File: src/rtl/riscv_m_pkg.sv
// Shared definitions for the RV32M multiply/divide units: funct3 codes and
// the divider sequencing states.
package riscv_m_pkg;

  // Multiplier operation codes (funct3 with funct7 = 0000001)
  localparam logic [2:0] F3_MUL    = 3'b000;
  localparam logic [2:0] F3_MULH   = 3'b001;
  localparam logic [2:0] F3_MULHSU = 3'b010;
  localparam logic [2:0] F3_MULHU  = 3'b011;

  // Divider operation codes
  localparam logic [2:0] F3_DIV    = 3'b100;
  localparam logic [2:0] F3_DIVU   = 3'b101;
  localparam logic [2:0] F3_REM    = 3'b110;
  localparam logic [2:0] F3_REMU   = 3'b111;

  // Divider sequencing states
  typedef enum logic [1:0] {
    DIV_IDLE = 2'b00,
    DIV_CALC = 2'b01,
    DIV_SIGN = 2'b10,
    DIV_DONE = 2'b11
  } div_state_t;

endpackage

File: src/rtl/div_unit.sv
// Iterative radix-2 restoring divider for RV32M DIV/DIVU/REM/REMU.
// Works on magnitudes, fixes up signs in a final SIGN cycle, and answers
// the EX-stage issue/busy handshake (ce in, busy out).
module div_unit
  import riscv_m_pkg::*;
#(
  parameter int WIDTH = 32,
  parameter int CNT_W = $clog2(WIDTH)
) (
  input  logic             clk,
  input  logic             reset,
  input  logic             ce,
  input  logic [2:0]       funct3,
  input  logic [WIDTH-1:0] a,
  input  logic [WIDTH-1:0] b,
  output logic [WIDTH-1:0] result,
  output logic             busy
);

  localparam logic [WIDTH-1:0] ZERO    = {WIDTH{1'b0}};
  localparam logic [WIDTH-1:0] ONES    = {WIDTH{1'b1}};
  localparam logic [WIDTH-1:0] ONE     = {{(WIDTH-1){1'b0}}, 1'b1};
  localparam logic [WIDTH-1:0] MIN_NEG = {1'b1, {(WIDTH-1){1'b0}}};
  localparam logic [CNT_W-1:0] CNT_MAX = CNT_W'(WIDTH - 1);
  localparam logic [CNT_W-1:0] CNT_ONE = {{(CNT_W-1){1'b0}}, 1'b1};
  localparam logic [CNT_W-1:0] CNT_ZRO = {CNT_W{1'b0}};

  // Registered state. The stored remainder is always below the divisor, so
  // WIDTH bits suffice; the extra borrow bit only exists in the trial value.
  div_state_t       state_r;
  logic [WIDTH-1:0] result_r;
  logic [WIDTH-1:0] rem_r;
  logic [WIDTH-1:0] quo_r;
  logic [WIDTH-1:0] dvsr_r;
  logic [CNT_W-1:0] cnt_r;
  logic             neg_q_r;
  logic             neg_r_r;
  logic             sel_rem_r;

  // Next-state values
  div_state_t       state_s;
  logic [WIDTH-1:0] result_s;
  logic [WIDTH-1:0] rem_s;
  logic [WIDTH-1:0] quo_s;
  logic [WIDTH-1:0] dvsr_s;
  logic [CNT_W-1:0] cnt_s;
  logic             neg_q_s;
  logic             neg_r_s;
  logic             sel_rem_s;
  logic             busy_s;

  // Datapath helpers
  logic             is_signed_s;
  logic [WIDTH-1:0] abs_a_s;
  logic [WIDTH-1:0] abs_b_s;
  logic             div0_s;
  logic             ovf_s;
  logic [WIDTH:0]   shift_s;
  logic [WIDTH:0]   diff_s;
  logic [WIDTH-1:0] quo_fix_s;
  logic [WIDTH-1:0] rem_fix_s;

  // Operand conditioning, one restoring step and the final sign fix-up
  always_comb begin
    is_signed_s = funct3[2] & ~funct3[0];
    if (is_signed_s && a[WIDTH-1]) begin
      abs_a_s = ~a + ONE;
    end else begin
      abs_a_s = a;
    end
    if (is_signed_s && b[WIDTH-1]) begin
      abs_b_s = ~b + ONE;
    end else begin
      abs_b_s = b;
    end
    div0_s  = (b == ZERO);
    ovf_s   = is_signed_s & (a == MIN_NEG) & (b == ONES);
    // Shift {rem, quo} left by one; the trial difference borrows into bit WIDTH
    shift_s = {rem_r, quo_r[WIDTH-1]};
    diff_s  = shift_s - {1'b0, dvsr_r};
    if (neg_q_r) begin
      quo_fix_s = ~quo_r + ONE;
    end else begin
      quo_fix_s = quo_r;
    end
    if (neg_r_r) begin
      rem_fix_s = ~rem_r + ONE;
    end else begin
      rem_fix_s = rem_r;
    end
  end

  // Next-state, datapath update and busy decode
  always_comb begin
    state_s   = state_r;
    result_s  = result_r;
    rem_s     = rem_r;
    quo_s     = quo_r;
    dvsr_s    = dvsr_r;
    cnt_s     = cnt_r;
    neg_q_s   = neg_q_r;
    neg_r_s   = neg_r_r;
    sel_rem_s = sel_rem_r;
    busy_s    = 1'b0;

    case (state_r)
      DIV_IDLE: begin
        busy_s = ce;
        if (ce) begin
          dvsr_s    = abs_b_s;
          quo_s     = abs_a_s;
          rem_s     = ZERO;
          cnt_s     = CNT_MAX;
          neg_q_s   = (a[WIDTH-1] ^ b[WIDTH-1]) & is_signed_s;
          neg_r_s   = a[WIDTH-1] & is_signed_s;
          sel_rem_s = funct3[1];
          if (!funct3[2]) begin
            // Not a divide code: answer zero without iterating
            result_s = ZERO;
            state_s  = DIV_DONE;
          end else if (div0_s) begin
            result_s = funct3[1] ? a : ONES;
            state_s  = DIV_DONE;
          end else if (ovf_s) begin
            result_s = funct3[1] ? ZERO : MIN_NEG;
            state_s  = DIV_DONE;
          end else begin
            state_s = DIV_CALC;
          end
        end else begin
          state_s = DIV_IDLE;
        end
      end
      DIV_CALC: begin
        busy_s = ce;
        if (!ce) begin
          // Pipeline flush: abandon the divide, result untouched
          state_s = DIV_IDLE;
        end else begin
          if (!diff_s[WIDTH]) begin
            rem_s = diff_s[WIDTH-1:0];
            quo_s = {quo_r[WIDTH-2:0], 1'b1};
          end else begin
            rem_s = shift_s[WIDTH-1:0];
            quo_s = {quo_r[WIDTH-2:0], 1'b0};
          end
          if (cnt_r == CNT_ZRO) begin
            state_s = DIV_SIGN;
          end else begin
            cnt_s = cnt_r - CNT_ONE;
          end
        end
      end
      DIV_SIGN: begin
        busy_s = ce;
        if (!ce) begin
          state_s = DIV_IDLE;
        end else begin
          result_s = sel_rem_r ? rem_fix_s : quo_fix_s;
          state_s  = DIV_DONE;
        end
      end
      DIV_DONE: begin
        busy_s  = 1'b0;
        state_s = DIV_IDLE;
      end
      default: begin
        busy_s  = 1'b0;
        state_s = DIV_IDLE;
      end
    endcase

    if (reset) begin
      busy_s = 1'b0;
    end else begin
      busy_s = busy_s;
    end
  end

  // State and datapath registers with synchronous reset
  always_ff @(posedge clk) begin
    if (reset) begin
      state_r   <= DIV_IDLE;
      result_r  <= ZERO;
      rem_r     <= ZERO;
      quo_r     <= ZERO;
      dvsr_r    <= ZERO;
      cnt_r     <= CNT_ZRO;
      neg_q_r   <= 1'b0;
      neg_r_r   <= 1'b0;
      sel_rem_r <= 1'b0;
    end else begin
      state_r   <= state_s;
      result_r  <= result_s;
      rem_r     <= rem_s;
      quo_r     <= quo_s;
      dvsr_r    <= dvsr_s;
      cnt_r     <= cnt_s;
      neg_q_r   <= neg_q_s;
      neg_r_r   <= neg_r_s;
      sel_rem_r <= sel_rem_s;
    end
  end

  assign result = result_r;
  assign busy   = busy_s;

endmodule

File: config.mk
export PLATFORM = sky130hd
export DESIGN_NAME = div_unit
export DESIGN_NICKNAME = d
export VERILOG_FILES = /design/src/rtl/riscv_m_pkg.sv /design/src/rtl/div_unit.sv
export SDC_FILE = /design/constraint.sdc
export NUM_CORES = 1
export LEC_CHECK = 0
export CAP_MARGIN = 0
export CORE_MARGIN = 2
export CORE_UTILIZATION = 59
export DETAILED_ROUTE_END_ITERATION = 7
export GPL_TIMING_DRIVEN = 0
export MAX_ROUTING_LAYER = met4
export PLACE_DENSITY = 0.82
export SLEW_MARGIN = 10
export SYNTH_ARGS = -nofsm -noshare
export SYNTH_HDL_FRONTEND = slang
export SYNTH_SLANG_ARGS = --single-unit
export TNS_END_PERCENT = 20
File: constraint.sdc
create_clock -name clk -period 4.1 [get_ports clk]
set_clock_uncertainty 0.1 [all_clocks]
set_input_delay 0.615 -clock clk [delete_from_list [all_inputs] [get_ports clk]]
set_output_delay 0.615 -clock clk [all_outputs]
set_load 0.01 [all_outputs]
Word level (Yosys, flattened, before mapping)
Index checks and enable logic that the tools add are counted.

Input port bits: 70. Word-level logic and storage cells: 84. Bits in registers: 138. Output and inout port bits: 33.

Reductions and logical operators: 12. Equal/unequal tests: 11. Multiplexer cells: 35. $add $sub $neg: 6. Bitwise gates (word level): 11.

Operators by type and width (count): $mux W32 (17); $pmux W32 S2 (3); $add A32 B1 Y32 const B (4); $not A32 Y32 (4); $eq A32 B32 Y1 const B (2); $sub A33 B32 Y33 (1); $logic_not A32 Y1 (1); $mux W5 (3); $mux W2 (7); $pmux W5 S2 (1); $ne A2 B2 Y1 const B (4); $pmux W2 S4 (1); $reduce_and A4 Y1 (2); $and A1 B1 Y1 (5); $logic_not A5 Y1 (1); $sub A5 B1 Y5 const B (1); $eq A2 B2 Y1 const B (2); $ne A4 B4 Y1 const B (1); $reduce_bool A2 Y1 (2); $ne A3 B3 Y1 const B (1); $reduce_and A3 Y1 (1); $reduce_or A3 Y1 (1); $eq A2 B1 Y1 const B (1); $logic_and A1 B1 Y1 (2); 6 further kinds (7).

Depth between registers and ports, before layout
Gate-level depths: netlist of the first run.

Depth after elaboration: 9. Gate-level depth with buffers: 14. Gate-level depth less buffers: 12.

Worst setup path before layout of the first run
OpenSTA, ideal clock, no wires.

Path type: input-to-reg. From: input port b[10]. To: register result_r[22], in the netlist result[22]. Arrival: 2.811 ns. Library setup time: 0.132 ns. Stages on the path: 9. Slack: 1.057 ns. Path buffers: 1. Required time: 3.868 ns. Cell sequence: or4_4 or4_4 nor4_4 nand3_4 nand2_1 nand2b_1 buf_2 a211oi_1 a21oi_1.

Longest elaborated chain between the ends: 5. Elaborated cells on any way between the ends: 9. Those cells by class: 2 x eq/ne; 4 x mux; 1 x bitwise; 2 x reduce/logical.

Ends and longest elaborated chain: start, declared (line div_unit.sv:15) `input logic [WIDTH-1:0] b,`; $logic_not A32 Y1 (line div_unit.sv:76) `div0_s = (b == ZERO);`; $mux W32 (line div_unit.sv:121) `end else if (div0_s) begin`; $mux W32 (line div_unit.sv:117) `if (!funct3[2]) begin`; $mux W32 (line div_unit.sv:109) `if (ce) begin`; $pmux W32 S2 (line div_unit.sv:106) `case (state_r)`; end signal, assigned (line div_unit.sv:194) `result_r <= result_s;`; end, declared (line div_unit.sv:31) `logic [WIDTH-1:0] result_r;`.

Parallel ways exist; a longest one is shown, timed or not. The select of a mux whose other input is x is not followed. A chain may end at the register's enable or synchronous reset.

Worst setup path after layout of the first run
From: register quo_r[31]. To: register rem_r[27].

Longest elaborated chain between the ends: 4.

Ends and longest elaborated chain: start, declared (line div_unit.sv:33) `logic [WIDTH-1:0] quo_r;`; start signal, assigned (line div_unit.sv:196) `quo_r <= quo_s;`; $sub A33 B32 Y33 (line div_unit.sv:80) `diff_s = shift_s - {1'b0, dvsr_r};`; $mux W32 (line div_unit.sv:140) `if (!diff_s[WIDTH]) begin`; $mux W32 (line div_unit.sv:136) `if (!ce) begin`; $pmux W32 S2 (line div_unit.sv:106); end signal, assigned (line div_unit.sv:195) `rem_r <= rem_s;`; end, declared (line div_unit.sv:32) `logic [WIDTH-1:0] rem_r;`.

Every way passes these cells. The select of a mux whose other input is x is not followed.

==> flow_metrics.tcl, run 1 <==
set metrics [dict create \
    outcome "finished, final reports clean" \
    antenna_found_initial 0 \
    postLayoutCellArea_um2 12300 \
    first_iter_violations 1324 \
    route.detailed.drc 0 \
    reg2regPathDepth 15 \
    cellLeakagePower_nw 4.66 \
    totalWireLength_um 36000 \
    holdPathStages 2 \
    final-setup-viol-count 0 \
    hp-start "dvsr_r[31]" \
    fin_crit_sh_pct 96.2 \
    ys_types 62 \
    clk_transition_reported_paths_ns 0.06 \
    seqCellArea_um2 2760 \
    wl_per_cell_um 20.5 \
    clockBufferDepth 2 \
    num_rows 48 \
    ys_seq_area_share_pct 26.6 \
    cts_tree "yes" \
    grt_remaining_overflow 0 \
    diodes 0 \
    place.gp.congestion 0.985 \
    synth-seq-cells 138 \
    tightest_slew_ns 0.880 \
    relSlewSlack_pct 40.8 \
    netlist_instances 1396 \
    r2r-end "rem_r[27]" \
    slew_viol_final 0 \
    start_kind "register" \
    postRouteAntennaNets 0 \
    pwr_density_cell_nw_per_um2 340 \
    reg2reg_slack_ns 0.16 \
    cp-end-kind "register" \
    dr.pass1.iters 5 \
    grt_max_degree 17 \
    numClockSinks 138 \
    rr_startpoint "quo_r[31]" \
    syn2layout_area_growth_pct 18.6 \
    async_flop_share_pct 0 \
    nFillCells 1479 \
    max_stage_delay_ns 0.45 \
    total_power_mw 4.18 \
    hpwl_um 27300 \
    grt_util_all_layers_pct 39.6 \
    postPlaceCellArea_um2 11700 \
    syn-cell-area_um2 10400 \
    synth_top_flop_cell "dfxtp_1" \
    die_w_um 137 \
    final.setup.tns_ns 0 \
    peakVddDrop_v 0.000411 \
    syn_nets 1506 \
    clkLatencyLatePin_ns 0.43 \
    cts_hold_buffers 0 \
    cp_slowest_cell "dfxtp_1" \
    coreArea_um2 17200 \
    arrival_ns 4.16 \
    grt_pass1_vias 10400 \
    grt_first_pass_wirelength_um 55400 \
    detail_route.vias_per_cell 6.48 \
    cp_cell_sequence "inv_1 -> ha_1 -> fa_1 -> nand2b_1 -> a21oi_1 -> o31a_1 -> a21oi_1 -> o21ai_1 -> o21ai_0 -> xor2_1 -> buf_4 -> clkbuf_4 -> clkbuf_2 -> a32oi_1 -> o21ai_0" \
    io_pins 103 \
    worstSetupPathType "register to register" \
    drive_gt1_share_pct 4.18 \
    crit_family "compound AO/OA/AOI/OAI gates" \
    crit_path_max_fanout 10 \
    fmax_ghz 0.253 \
    cp.required_ns 4.31 \
    cp_num_buf_inv 4 \
    hold_violations 0 \
    finalCriticalPeriod_ns 3.94 \
    dieArea_um2 18700 \
    die_h_um 137 \
    port_buffers 101 \
    post-route-util_pct 71.4 \
    hold_end "dvsr_r[31]" \
    cts-buffers-inserted 17 \
    htreeDepth 4 \
    ys.warnings.count 0 \
    start_util_pct 60.2 \
    nNetsFinal 1629 \
    hold_class "register to register" \
    vias 11400 \
    syn_area_per_cell_um2 7.43 \
    multi_input_area_um2 7060 \
    synth_edf_count 0 \
    cts_root_buf "clkbuf_16" \
    cap_violations 0 \
]
[power breakdown]
| part | switching (mW) | leakage [nW] | total [mW] | internal, mW |
|---|---|---|---|---|
| combinational | 0.618 | 3.24 | 1.03 | 0.412 |
| sequential | 0.0947 | 1.13 | 1.52 | 1.43 |
| clock | 0.664 | 0.284 | 1.63 | 0.967 |
[repair_timing]
action	in CTS	in global routing
buffers inserted	0	3
setup endpoints to repair	0	31
resized for setup	0	3
[flip-flops by register name, summed over array words and instances (netlist names)]
signal and count:
dvsr_r 32, quo_r 32, rem_r 32, result 32, cnt_r 5, state_r 2
neg_q_r 1, neg_r_r 1, sel_rem_r 1
[layout by cell type (no fill, tap or decap), types with 12 or more instances in the layout]
cell type / netlist / routed
a211oi_1: 64 / 64
a21oi_1: 121 / 121
a311oi_1: 23 / 23
clkbuf_1: 71 / 70
clkbuf_16: 0 / 17
clkdlybuf4s50_1: 0 / 101
dfxtp_1: 138 / 138
ha_1: 39 / 39
inv_1: 56 / 56
mux2i_1: 26 / 26
nand2_1: 131 / 131
nand2b_1: 22 / 22
nand3_1: 27 / 27
nand4_1: 16 / 16
nor2_1: 163 / 163
nor3_1: 26 / 26
nor4_1: 12 / 12
o211ai_1: 18 / 18
o21a_1: 13 / 13
o21ai_0: 108 / 108
o31ai_1: 24 / 24
o41ai_1: 14 / 14
or3_1: 13 / 13
xnor2_1: 84 / 84
xor2_1: 60 / 60
[tightest hold or removal path, cell delays in order (launching register included)]
cell	delay [ns]
dfxtp_1	0.31
nand2_1	0.05
a21oi_1	0.05
[metrics by stage]
stage	hold slack [ns]	instances	setup WS (ns)
after floorplan	0.332	1396	1.06
after global placement	0.341	1722	0.0268
after detailed placement	0.352	1722	-0.0339
after CTS	0.359	1754	0.0158
after global routing	0.396	1757	-0.0104
final	0.358	1757	0.155
[final cells by class]
type                       instances  share of cell area (%)
clock inverter                    15                    1.54
multi-input combinational       1119                    57.4
sequential                       138                    22.5
timing repair buffer             104                    8.40
clock buffer                      17                    3.46
inverter                          56                    1.71
tap                              225                    2.29
buffer                            83                    2.76
[Yosys cell counts (24+ instances only)]
cell type,instances,share of area [%]
dfxtp_1,138,27
nor2_1,163,5.9
inv_1,56,2.0
nand3_1,27,1.3
clkbuf_1,71,2.6
a211oi_1,64,4.6
o31ai_1,24,1.7
mux2i_1,26,2.5
ha_1,39,4.7
o21ai_0,108,5.2
nor3_1,26,1.3
xnor2_1,84,7.1
xor2_1,60,5.1
a21oi_1,121,5.8
nand2_1,131,4.7
[cell families (layout without fill, tap and decap cells)]
logic type | after synthesis | count (layout) | share of synthesized area, %
and+or+nand+nor | 466 | 466 | 21.2
AOI/OAI and AO/OA | 443 | 443 | 27.3
xor gates and xnor gates | 144 | 144 | 12.2
buffers and inverters | 139 | 275 | 5.26
DFF | 138 | 138 | 26.6
adders and majority gates | 40 | 40 | 4.90
muxes | 26 | 26 | 2.51
[how the worst max path moves through the flow]
stage / startpoint / to / slack (ns) / cells past startpoint
after floorplan: b[10] / result[22] / 1.06 / 9
after global placement: a[4] / result[31] / 0.03 / 12
after detailed placement: a[5] / result[31] / -0.03 / 12
after CTS: quo_r[31] / rem_r[27] / 0.02 / 14
after global routing: quo_r[31] / rem_r[23] / -0.01 / 15
final: quo_r[31] / rem_r[27] / 0.16 / 15
[routing by layer]
metal / up-vias / global-route usage, % / wire length, um
met1: 5323 / 55.1 / 15500
met3: 96 / 7.48 / 3910
met2: 687 / 57.4 / 15400
met4: 0 / 14.0 / 1100
li1: 5286 / - / -
met5: - / - / 0
Note: power is estimated with default switching activity, not from simulation.
==> run 2, diff against run 1 <==
--- a/config.mk
+++ b/config.mk
@@ -9,7 +9,6 @@
 export CORE_MARGIN = 2
 export CORE_UTILIZATION = 59
 export DETAILED_ROUTE_END_ITERATION = 7
-export GPL_TIMING_DRIVEN = 0
 export MAX_ROUTING_LAYER = met4
 export PLACE_DENSITY = 0.82
 export SLEW_MARGIN = 10
==> run 2 against run 1 <==
Compared with the run above: sequential cell count did not move; critical path depth fell by 5; worst setup slack improved by 0.33 ns; register-to-register slack improved by 0.37 ns; sequential share of layout area rose by 0.096 points; via count fell by 5.2%; wire length fell by 14%; combinational power fell by 7%; die area did not move; critical endpoint is now result[26].
==> flow_metrics.tcl, run 2 (synthesis gave the netlist of run 1 again) <==
set metrics [dict create \
    grt_remaining_overflow 0 \
    syn2layout_area_growth_pct 18.1 \
    vias 10800 \
    wl_met1_um 13700 \
    hpwl_um 22900 \
    cts_root_buf "clkbuf_16" \
    die_w_um 137 \
    cts_resized 0 \
    finalCriticalPeriod_ns 3.62 \
    rsz0062_at_grt "no" \
    fin_crit_sh_pct 88.2 \
    post-cts-setup-buffers 0 \
    clk_transition_reported_paths_ns 0.06 \
    postRouteAntennaNets 0 \
    htreeDepth 4 \
    cellLeakagePower_nw 4.71 \
    top_layer "met4" \
    start_kind "primary input" \
    r2r-end "rem_r[7]" \
    grt_max_degree 74 \
    die_h_um 137 \
    hold_violations 0 \
    wl_per_cell_um 18.2 \
    rr_startpoint "dvsr_r[3]" \
    cp_slowest_cell "or4_1" \
    slew_viol_final 0 \
    peakVddDrop_v 0.000307 \
    met2_length_um 14000 \
    totalWireLength_um 30900 \
    dr.pass1.iters 7 \
    dieArea_um2 18700 \
    cp_num_buf_inv 1 \
    grt_pass1_vias 9595 \
    clkLatencyLatePin_ns 0.43 \
    hp-start "dvsr_r[31]" \
    num_rows 48 \
    arrival_ns 3.80 \
    worstSetupPathType "primary input to register" \
    clockBufferDepth 2 \
    tightest_slew_ns 1.14 \
    io_pins 103 \
    layout_commonest_cell "nor2_1" \
    nNetsFinal 1575 \
    grt_first_pass_wirelength_um 49700 \
    first_iter_violations 1134 \
    final-setup-viol-count 0 \
    port_buffers 102 \
    cts-buffers-inserted 17 \
    start_util_pct 60.2 \
    place.gp.congestion 0.934 \
    cp.required_ns 4.28 \
    cp-end-kind "register" \
    most-common-layout-cells "nor2_1 (161), dfxtp_1 (138), nand2_1 (131)" \
    reg2reg_slack_ns 0.53 \
    final.setup.tns_ns 0 \
    outcome "finished, final reports clean" \
    diodes 0 \
    pwr_density_cell_nw_per_um2 338 \
    hold_end "dvsr_r[31]" \
    antenna_found_initial 0 \
    nFillCells 1438 \
    timing.critical_path.mode_cell "nor3_1" \
    numClockSinks 138 \
    cap_violations 0 \
    cts_tree "yes" \
    fmax_ghz 0.277 \
    reg2regPathDepth 12 \
    coreArea_um2 17200 \
    cp.depth 10 \
    route.detailed.drc 0 \
    holdPathStages 2 \
    hold_slack_ns 0.355 \
    max_stage_delay_ns 0.59 \
    detail_route.vias_per_cell 6.34 \
    crit_path_max_fanout 11 \
    cp_cell_sequence "clkdlybuf4s50_1 -> or4_1 -> nor3_1 -> and3_1 -> nor2b_1 -> a21oi_1 -> nand2_1 -> nand2b_1 -> nor4b_1 -> nor3_1" \
    cts_hold_buffers 0 \
    hold_class "register to register" \
    wl_met3_um 2540 \
    relSlewSlack_pct 24.2 \
    drive_gt1_share_pct 5.75 \
    crit_family "simple AND/OR/NAND/NOR gates" \
    grt_util_all_layers_pct 34.6 \
]
run 2: cell count changes in the layout (fill, tap and decap cells not counted), moves of 4 or more:
cell	delta
clkinv_2	+4
buf_2	-6
buf_4	+23
inv_6	-4
clkbuf_1	-70
run 2: worst register-to-register path, stage by stage, from the launching register on:
cell and delay, ns:
dfxtp_1 0.40, inv_1 0.08, ha_1 0.36, o211ai_1 0.26, a21oi_1 0.10, o31a_1 0.32
a21oi_1 0.32, o21ai_1 0.19, o21ai_0 0.50, xor2_4 0.20, buf_12 0.26, mux2i_1 0.27
o21ai_0 0.09
run 2: layout make-up:
type,count,area [um2],area share (%)
multi-input combinational,1119,7090,57.9
sequential,138,2760,22.6
timing repair buffer,133,1280,10.4
clock buffer,19,453,3.70
tap,225,282,2.30
inverter,56,210,1.72
clock inverter,12,171,1.40
run 2: routing by layer:
metal,vias up,global-route usage [%]
met5,-,-
li1,5179,-
met1,5046,47.7
met4,0,10.8
met2,500,53.0
met3,74,4.19
run 2: worst max path at each step:
stage / end / start / slack (ns)
floorplan: result[22] / b[10] / 1.06
detailed placement: result[26] / a[5] / 0.20
global placement: result[26] / a[5] / 0.29
CTS: result[26] / a[5] / 0.60
finish: result[26] / a[5] / 0.48
global route: result[26] / a[5] / 0.26
run 2: report_power, final:
part | switching [mW] | internal (mW)
clock network | 0.605 | 1.04
logic | 0.549 | 0.407
registers | 0.104 | 1.43
run 2: through the flow:
step                      power, mW  instances  setup slack (ns)  utilization (%)  instance area [um2]
after floorplan                2.17       1396              1.06                -                10400
after global placement         2.47       1671             0.294             67.4                11600
after detailed placement       2.49       1671             0.195             67.4                11600
after CTS                      4.13       1702             0.599             71.1                12200
after global routing           4.31       1702             0.256             71.1                12200
final                          4.14       1702             0.484             71.1                12200
